$ cat config.mk
export PLATFORM = sky130hd
export DESIGN_NAME = operand_fetch
export DESIGN_NICKNAME = d
export VERILOG_FILES = /design/src/rtl/operand_fetch.sv
export SDC_FILE = /design/constraint.sdc
export NUM_CORES = 1
export LEC_CHECK = 0
export BUFFER_PORTS_ARGS = -buffer_cell sky130_fd_sc_hd__clkbuf_2
export CAP_MARGIN = 0
export CELL_PAD_IN_SITES_DETAIL_PLACEMENT = 0
export CELL_PAD_IN_SITES_GLOBAL_PLACEMENT = 2
export CORE_ASPECT_RATIO = 0.8
export CORE_MARGIN = 2
export CORE_UTILIZATION = 30
export DETAILED_ROUTE_END_ITERATION = 6
export MAX_ROUTING_LAYER = met4
export PLACE_DENSITY_LB_ADDON = 0.1
export RECOVER_POWER = 50
export SLEW_MARGIN = 40
export SYNTH_ARGS = -nofsm -noshare
export SYNTH_HDL_FRONTEND = slang
export SYNTH_SLANG_ARGS = --single-unit
$ cat constraint.sdc
create_clock -name clk -period 4.65 [get_ports clk]
set_clock_uncertainty 0.15 [all_clocks]
set_input_delay 0.465 -clock clk [delete_from_list [all_inputs] [get_ports clk]]
set_output_delay 0.465 -clock clk [all_outputs]
set_load 0.02 [all_outputs]
$ cat src/rtl/operand_fetch.sv
// operand_fetch: pipeline stage in front of a synchronous-read register file.
// S1 holds an accepted instruction while its register read is in flight.
// S2 is the output register. The previous cycle's writeback is merged into
// the read data so that operands are never stale. This module also gates
// writeback requests onto the register file write port.
module operand_fetch #(
    parameter int N   = 32,  // operand / register width
    parameter int M   = 2,   // register id width
    parameter int OPW = 4    // opaque opcode width
) (
    input  logic           clk,
    input  logic           rst_n,
    // upstream instruction handshake
    input  logic           in_valid,
    output logic           in_ready,
    input  logic [M-1:0]   in_r1,
    input  logic [M-1:0]   in_r2,
    input  logic [M-1:0]   in_dest,
    input  logic [OPW-1:0] in_op,
    // writeback request
    input  logic           wb_valid,
    input  logic [M-1:0]   wb_id,
    input  logic [N-1:0]   wb_mask,
    input  logic [N-1:0]   wb_data,
    // register file ports
    output logic [M-1:0]   rf_r1,
    output logic [M-1:0]   rf_r2,
    output logic [M-1:0]   rf_w1,
    output logic [N-1:0]   rf_mask,
    output logic [N-1:0]   rf_w,
    input  logic [N-1:0]   rf_v1,
    input  logic [N-1:0]   rf_v2,
    // downstream operand handshake
    output logic           out_valid,
    input  logic           out_ready,
    output logic [N-1:0]   out_a,
    output logic [N-1:0]   out_b,
    output logic [M-1:0]   out_dest,
    output logic [OPW-1:0] out_op
);

    // ------------------------------------------------------------------
    // State
    // ------------------------------------------------------------------
    logic           s1_valid_reg;
    logic [M-1:0]   s1_r1_reg;
    logic [M-1:0]   s1_r2_reg;
    logic [M-1:0]   s1_dest_reg;
    logic [OPW-1:0] s1_op_reg;

    logic           wbq_valid_reg;
    logic [M-1:0]   wbq_id_reg;
    logic [N-1:0]   wbq_mask_reg;
    logic [N-1:0]   wbq_data_reg;

    logic           out_valid_reg;
    logic [N-1:0]   out_a_reg;
    logic [N-1:0]   out_b_reg;
    logic [M-1:0]   out_dest_reg;
    logic [OPW-1:0] out_op_reg;

    // ------------------------------------------------------------------
    // Handshake terms
    // ------------------------------------------------------------------
    logic s2_free;
    logic s1_adv;
    logic s1_stall;
    logic accept;

    // Occupancy/flow terms for both stages; S1 may refill in the cycle it drains.
    always_comb begin
        s2_free  = !out_valid_reg || out_ready;
        s1_adv   = s1_valid_reg && s2_free;
        s1_stall = s1_valid_reg && !s1_adv;
        in_ready = !s1_valid_reg || s1_adv;
        accept   = in_valid && in_ready;
    end

    // ------------------------------------------------------------------
    // Register file read addresses
    // ------------------------------------------------------------------
    // A stalled S1 keeps re-reading its own registers so that the read data
    // presented when it finally advances includes every write up to then.
    always_comb begin
        rf_r1 = in_r1;
        rf_r2 = in_r2;
        if (s1_stall) begin
            rf_r1 = s1_r1_reg;
            rf_r2 = s1_r2_reg;
        end
    end

    // ------------------------------------------------------------------
    // Register file write port: a zero mask leaves the file unchanged
    // ------------------------------------------------------------------
    // Writeback is never stalled; only the mask is gated by wb_valid.
    always_comb begin
        rf_w1   = wb_id;
        rf_w    = wb_data;
        rf_mask = wb_valid ? wb_mask : '0;
    end

    // ------------------------------------------------------------------
    // Bypass of last cycle's write
    // ------------------------------------------------------------------
    // The read data arriving now was sampled before last cycle's write
    // landed, so that write is captured here and merged bit-wise.
    always_ff @(posedge clk or negedge rst_n) begin
        if (!rst_n) begin
            wbq_valid_reg <= 1'b0;
            wbq_id_reg    <= '0;
            wbq_mask_reg  <= '0;
            wbq_data_reg  <= '0;
        end else begin
            wbq_valid_reg <= wb_valid;
            wbq_id_reg    <= wb_id;
            wbq_mask_reg  <= wb_mask;
            wbq_data_reg  <= wb_data;
        end
    end

    // One forwarding path per read port.
    logic [M-1:0] src_id [2];
    logic [N-1:0] rf_val [2];
    logic [N-1:0] fwd    [2];

    assign src_id[0] = s1_r1_reg;
    assign src_id[1] = s1_r2_reg;
    assign rf_val[0] = rf_v1;
    assign rf_val[1] = rf_v2;

    genvar gi;
    generate
        for (gi = 0; gi < 2; gi++) begin : g_fwd
            logic hit;
            assign hit     = wbq_valid_reg && (wbq_id_reg == src_id[gi]);
            assign fwd[gi] = hit ? ((rf_val[gi] & ~wbq_mask_reg) |
                                    (wbq_data_reg & wbq_mask_reg))
                                 : rf_val[gi];
        end
    endgenerate

    // ------------------------------------------------------------------
    // S1: instruction whose register read is in flight
    // ------------------------------------------------------------------
    // Load on accept; otherwise empty when the held instruction moves on.
    always_ff @(posedge clk or negedge rst_n) begin
        if (!rst_n) begin
            s1_valid_reg <= 1'b0;
            s1_r1_reg    <= '0;
            s1_r2_reg    <= '0;
            s1_dest_reg  <= '0;
            s1_op_reg    <= '0;
        end else if (accept) begin
            s1_valid_reg <= 1'b1;
            s1_r1_reg    <= in_r1;
            s1_r2_reg    <= in_r2;
            s1_dest_reg  <= in_dest;
            s1_op_reg    <= in_op;
        end else if (s1_adv) begin
            s1_valid_reg <= 1'b0;
        end
    end

    // ------------------------------------------------------------------
    // S2: output register, frozen while downstream is not ready
    // ------------------------------------------------------------------
    // Capture forwarded operands on advance; drop valid once consumed.
    always_ff @(posedge clk or negedge rst_n) begin
        if (!rst_n) begin
            out_valid_reg <= 1'b0;
            out_a_reg     <= '0;
            out_b_reg     <= '0;
            out_dest_reg  <= '0;
            out_op_reg    <= '0;
        end else if (s1_adv) begin
            out_valid_reg <= 1'b1;
            out_a_reg     <= fwd[0];
            out_b_reg     <= fwd[1];
            out_dest_reg  <= s1_dest_reg;
            out_op_reg    <= s1_op_reg;
        end else if (out_valid_reg && out_ready) begin
            out_valid_reg <= 1'b0;
        end
    end

    assign out_valid = out_valid_reg;
    assign out_a     = out_a_reg;
    assign out_b     = out_b_reg;
    assign out_dest  = out_dest_reg;
    assign out_op    = out_op_reg;

endmodule

After elaboration in Yosys (flattened, before gate mapping). Cells that the tools add are included.

Register bits after elaboration: 149. Bits of input ports: 145.

Equality and inequality tests: 2. Muxes and demuxes: 9. Bitwise logic cells: 6. Reductions and logical operators: 13.

Operator list (number): AND 32 bit (3); 2-to-1 mux 32 bit (3); bitwise OR 32 bit (2); NOT 32 bit (1); logical AND 1 bit (6); equality test 2 bit (2); 2-to-1 mux 1 bit (4); 2-to-1 mux 2 bit (2); nonzero test 2 bit (2); logical NOT 1 bit (3); logical OR 1 bit (2).

Logic depth before layout (Yosys ltp).
Word-level depth: 6. Depth in mapped cells: 6. Mapped depth without buffers: 3.

Worst setup path after synthesis. Ideal clock, no wire load.

Path kind: input port to output port. From: input port out_ready. To: output port rf_r1[0]. Arrival: 1300 ps. Setup slack: 2735 ps. Stages: 2. Path buffers: 0. Path through: nand3b_1 -> mux2_2.

Word-level cells in the longest chain between the ends: 5.

Ends and longest elaborated chain: from (decl) (line 35) `input logic out_ready,`; logical OR 1 bit (line 72) `s2_free = !out_valid_reg || out_ready;`; logical AND 1 bit (line 73) `s1_adv = s1_valid_reg && s2_free;`; logical NOT 1 bit (line 74) `s1_stall = s1_valid_reg && !s1_adv;`; logical AND 1 bit (line 74); 2-to-1 mux 2 bit (line 87) `if (s1_stall) begin`; to (decl) (line 26) `output logic [M-1:0] rf_r1,`.

No other way between the ends.

==> summary.md <==
| Metric | Value |
|---|---|
| Final setup fails | `0` |
| Least-Margin Pin Slew | `1.88 ns` |
| CP max stage delay | `1.40 ns` |
| Starting Density | `0.307` |
| DP Area | `0.00818 sq mm` |
| Met2 Routed Length | `~11,000 um` |
| DRC Markers | `0` |
| Unrepaired setup endpoints after global routing | `false` |
| Share of post-route cells with drive strength above 1 | `0.305` |
| Sequential Area | `0.00373 sq mm` |
| Combinational share of power | `0.250` |
| Root Driver | `clkbuf_16` |
| Peak Freq | `334 MHz` |
| Die height | `137 um` |
| Io pins | `roughly 290` |
| Max-cap viol count | `1` |
| Final Hold Vio Count | `0` |
| Port bufs | `around 290` |
| Peak supply drop | `231 uV` |
| Die X | `171 um` |
| Largest net degree at the start of global routing | `79` |
| Wire per inst | `19.5 um` |
| Fraction of registers with async set/reset | `1.00` |
| Placement row count | `48` |
| Flops & latches, synth | `149` |
| GRT Util Overall | `0.206` |
| Antenna cell count | `0` |
| Cts bufs inserted | `17` |
| Switching portion of total power | `0.339` |
| DR top layer | `met4` |
| Die area | `between 0.02 and 0.025 sq mm` |
| Avg Cell Area, Syn | `10.7 sq um` |
| DR pass1 iterations | `5` |
| M1 WL | `~10,000 um` |
| Pwr Total | `about 0.004 W` |
| Max-Slew Margin vs Limit | `-0.251` |
| Fill count | `2,177` |
| DP HPWL | `15,500 um` |
| P_int | `0.00263 W` |
| Clk Latency, worst-skew pair | `0.42 ns` |
| Clock sink count | `149` |
| Run status | `complete, but fails checks` |
| GPL Wtd Cong | `0.813` |
| Flop pwr share | `0.397` |
| Warnings, synthesis | `0` |
| Overflow left after global routing | `0` |
| Syn Nets | `770` |
| Met3 wire length | `1790 um` |
| CP required | `4.42 ns` |
| Leak | `3.97 nW` |
| Mean number of vias per cell | `5.05` |
| Fin. max-slew vios | `34` |
| Initial antenna violation count | `0` |
| Worst min-delay path category | `in2reg` |
| Synth-to-Final Area Change | `36.6%` |
| Register area share after synthesis | `0.559` |
| Post-Syn Area | `0.00667 sq mm` |
| Synth cell types | `20` |
| Worst-path clk slew | `0.06 ns` |
| Nets | `1,043` |
| Clock share of power | `0.352` |
| Core area | `0.0217 sq mm` |
| Post-DRT Antenna Nets | `0` |
| CTS HTree Levels | `4` |
| Power Dens Cells | `437 mW/mm^2` |
| Final instance area | `0.00910 sq mm` |
| Final Routed Wirelength | `approximately 24,000 um` |
| TNS Setup | `0 ns` |
| Switch Pwr | `about 0.0013 W` |
| Slowest-stage cell, CP | `clkbuf_1` |
| Crit path time final | `3.00 ns` |
| Crit. End Element | `asynchronous set/reset pin` |
| Critical path class | `in2async` |
| Post-synth EDFFs | `0` |
| CP max FO | `39` |
| Post-CTS resize count | `0` |
| CTS tree | `yes` |
| Setup crit start kind | `input port` |
| Crit path cell chain | `dlygate4sd3_1, buf_6, clkbuf_1` |
| Global-route wire length before repair | `34,900 um` |
| Vias | `a little over 6,000` |
| Tcrit/Tclk final | `0.645` |
| Violated checks | `max-capacitance violations, max-slew violations` |
| Multi-input logic area | `approximately 0.0025 sq mm` |
| Ys flop type | `dfrtp_1` |
| Vias in the first global route | `6,080` |
| Syn Inst Count | `approximately 630` |
| Critical Path AT | `between 2 and 3 ns` |
| Clock buffer depth | `2` |
| Initial DRC Count | `338` |
-- kinds of logic (layout without fill, tap and decap cells) --
logic type	count (synthesis)	in the layout	synth area share
buffers and inverters	90	376	0.0818
AND/OR/NAND/NOR	166	166	0.132
flip-flops	149	149	0.559
multiplexers	20	20	0.0338
AO/OA/AOI/OAI	192	192	0.180
XOR/XNOR	8	8	0.0128
-- power groups by stage --
stage | logic, W | registers (W) | clock network, W
detailed placement | 0.000991 | 0.00160 | 0
floorplan | 0.000448 | 0.00170 | 0
finish | 0.000995 | 0.00158 | 0.00140
CTS | 0.00101 | 0.00158 | 0.00144
global route | 0.00107 | 0.00160 | 0.00149
global placement | 0.000957 | 0.00160 | 0
-- cell type report --
cell class,count,area share
clock buffer,20,0.0480
tap,300,0.0412
clock inverter,12,0.0170
multi-input combinational,386,0.273
sequential,149,0.410
timing repair buffer,344,0.211
-- per-layer routing --
layer  vias up  track usage
li1       2807            -
met1      2977        0.272
met2       300        0.317
met3        28       0.0445
met4         0       0.0670
met5         -            -
-- metrics by stage --
stage	hold slack, ns	cells	util	setup slack, ns
after detailed placement	0.342	1136	0.377	2.33
after global routing	0.00681	1211	0.420	1.19
after global placement	0.328	1131	0.374	2.38
after floorplan	0.0194	625	-	2.73
after CTS	0.000569	1202	0.420	2.30
final	0.0156	1211	0.420	1.65
-- cells in the mapped netlist (2+ instances only) --
library cell | count | area (sq um)
nand2b_1 | 3 | 18.8
nand3_1 | 64 | 320
clkbuf_1 | 28 | 105
dfrtp_1 | 149 | 3730
xor2_2 | 2 | 32.5
buf_2 | 19 | 95.1
a21oi_1 | 64 | 320
xnor2_1 | 4 | 35.0
o31ai_1 | 64 | 480
a31oi_1 | 64 | 400
and2_1 | 33 | 206
buf_4 | 34 | 255
buf_6 | 6 | 67.6
clkbuf_4 | 3 | 22.5
mux2_2 | 20 | 225
xor2_1 | 2 | 17.5
and3_1 | 32 | 200
nand2_1 | 32 | 120
-- path summary, 6_finish.rpt --
kind,start,cells past startpoint,slack (ns),endpoint
max in group clk,wb_valid,3,2.17,rf_mask[29]
setup / recovery,rst_n,3,1.65,wbq_valid_reg$_DFF_PN0_
setup reg to reg,out_valid$_DFFE_PN0P_,4,2.53,out_a[1]$_DFFE_PN0P_
min in group asynchronous,rst_n,2,0.36,out_op[2]$_DFFE_PN0P_
hold / removal,wb_data[18],1,0.02,wbq_data_reg[18]$_DFF_PN0_
hold reg to reg,s1_op_reg[3]$_DFFE_PN0P_,1,0.35,s1_op_reg[3]$_DFFE_PN0P_
-- critical path: cells and delay by family --
kind                   cells  cell delay, ns
buffers and inverters      3            2.26
-- timing repair --
item,in CTS,in global routing
hold buffers,34,8
endpoints found under the hold margin,109,8
buffers inserted,0,0
-- cell usage in the layout, fill, tap and decap left out, drive strengths merged, types with 4 or more instances in the layout --
| cell | Yosys | final |
|---|---|---|
| clkbuf | 31 | 306 |
| dfrtp | 149 | 149 |
| o31ai | 64 | 64 |
| nand3 | 64 | 64 |
| a21oi | 64 | 64 |
| a31oi | 64 | 64 |
| dlygate4sd3 | 0 | 42 |
| and2 | 33 | 33 |
| nand2 | 33 | 33 |
| and3 | 32 | 32 |
| mux2 | 20 | 20 |
| buf | 59 | 16 |
| clkinvlp | 0 | 5 |
| xor2 | 4 | 4 |
| xnor2 | 4 | 4 |
Note: power is estimated with default switching activity, not from simulation.
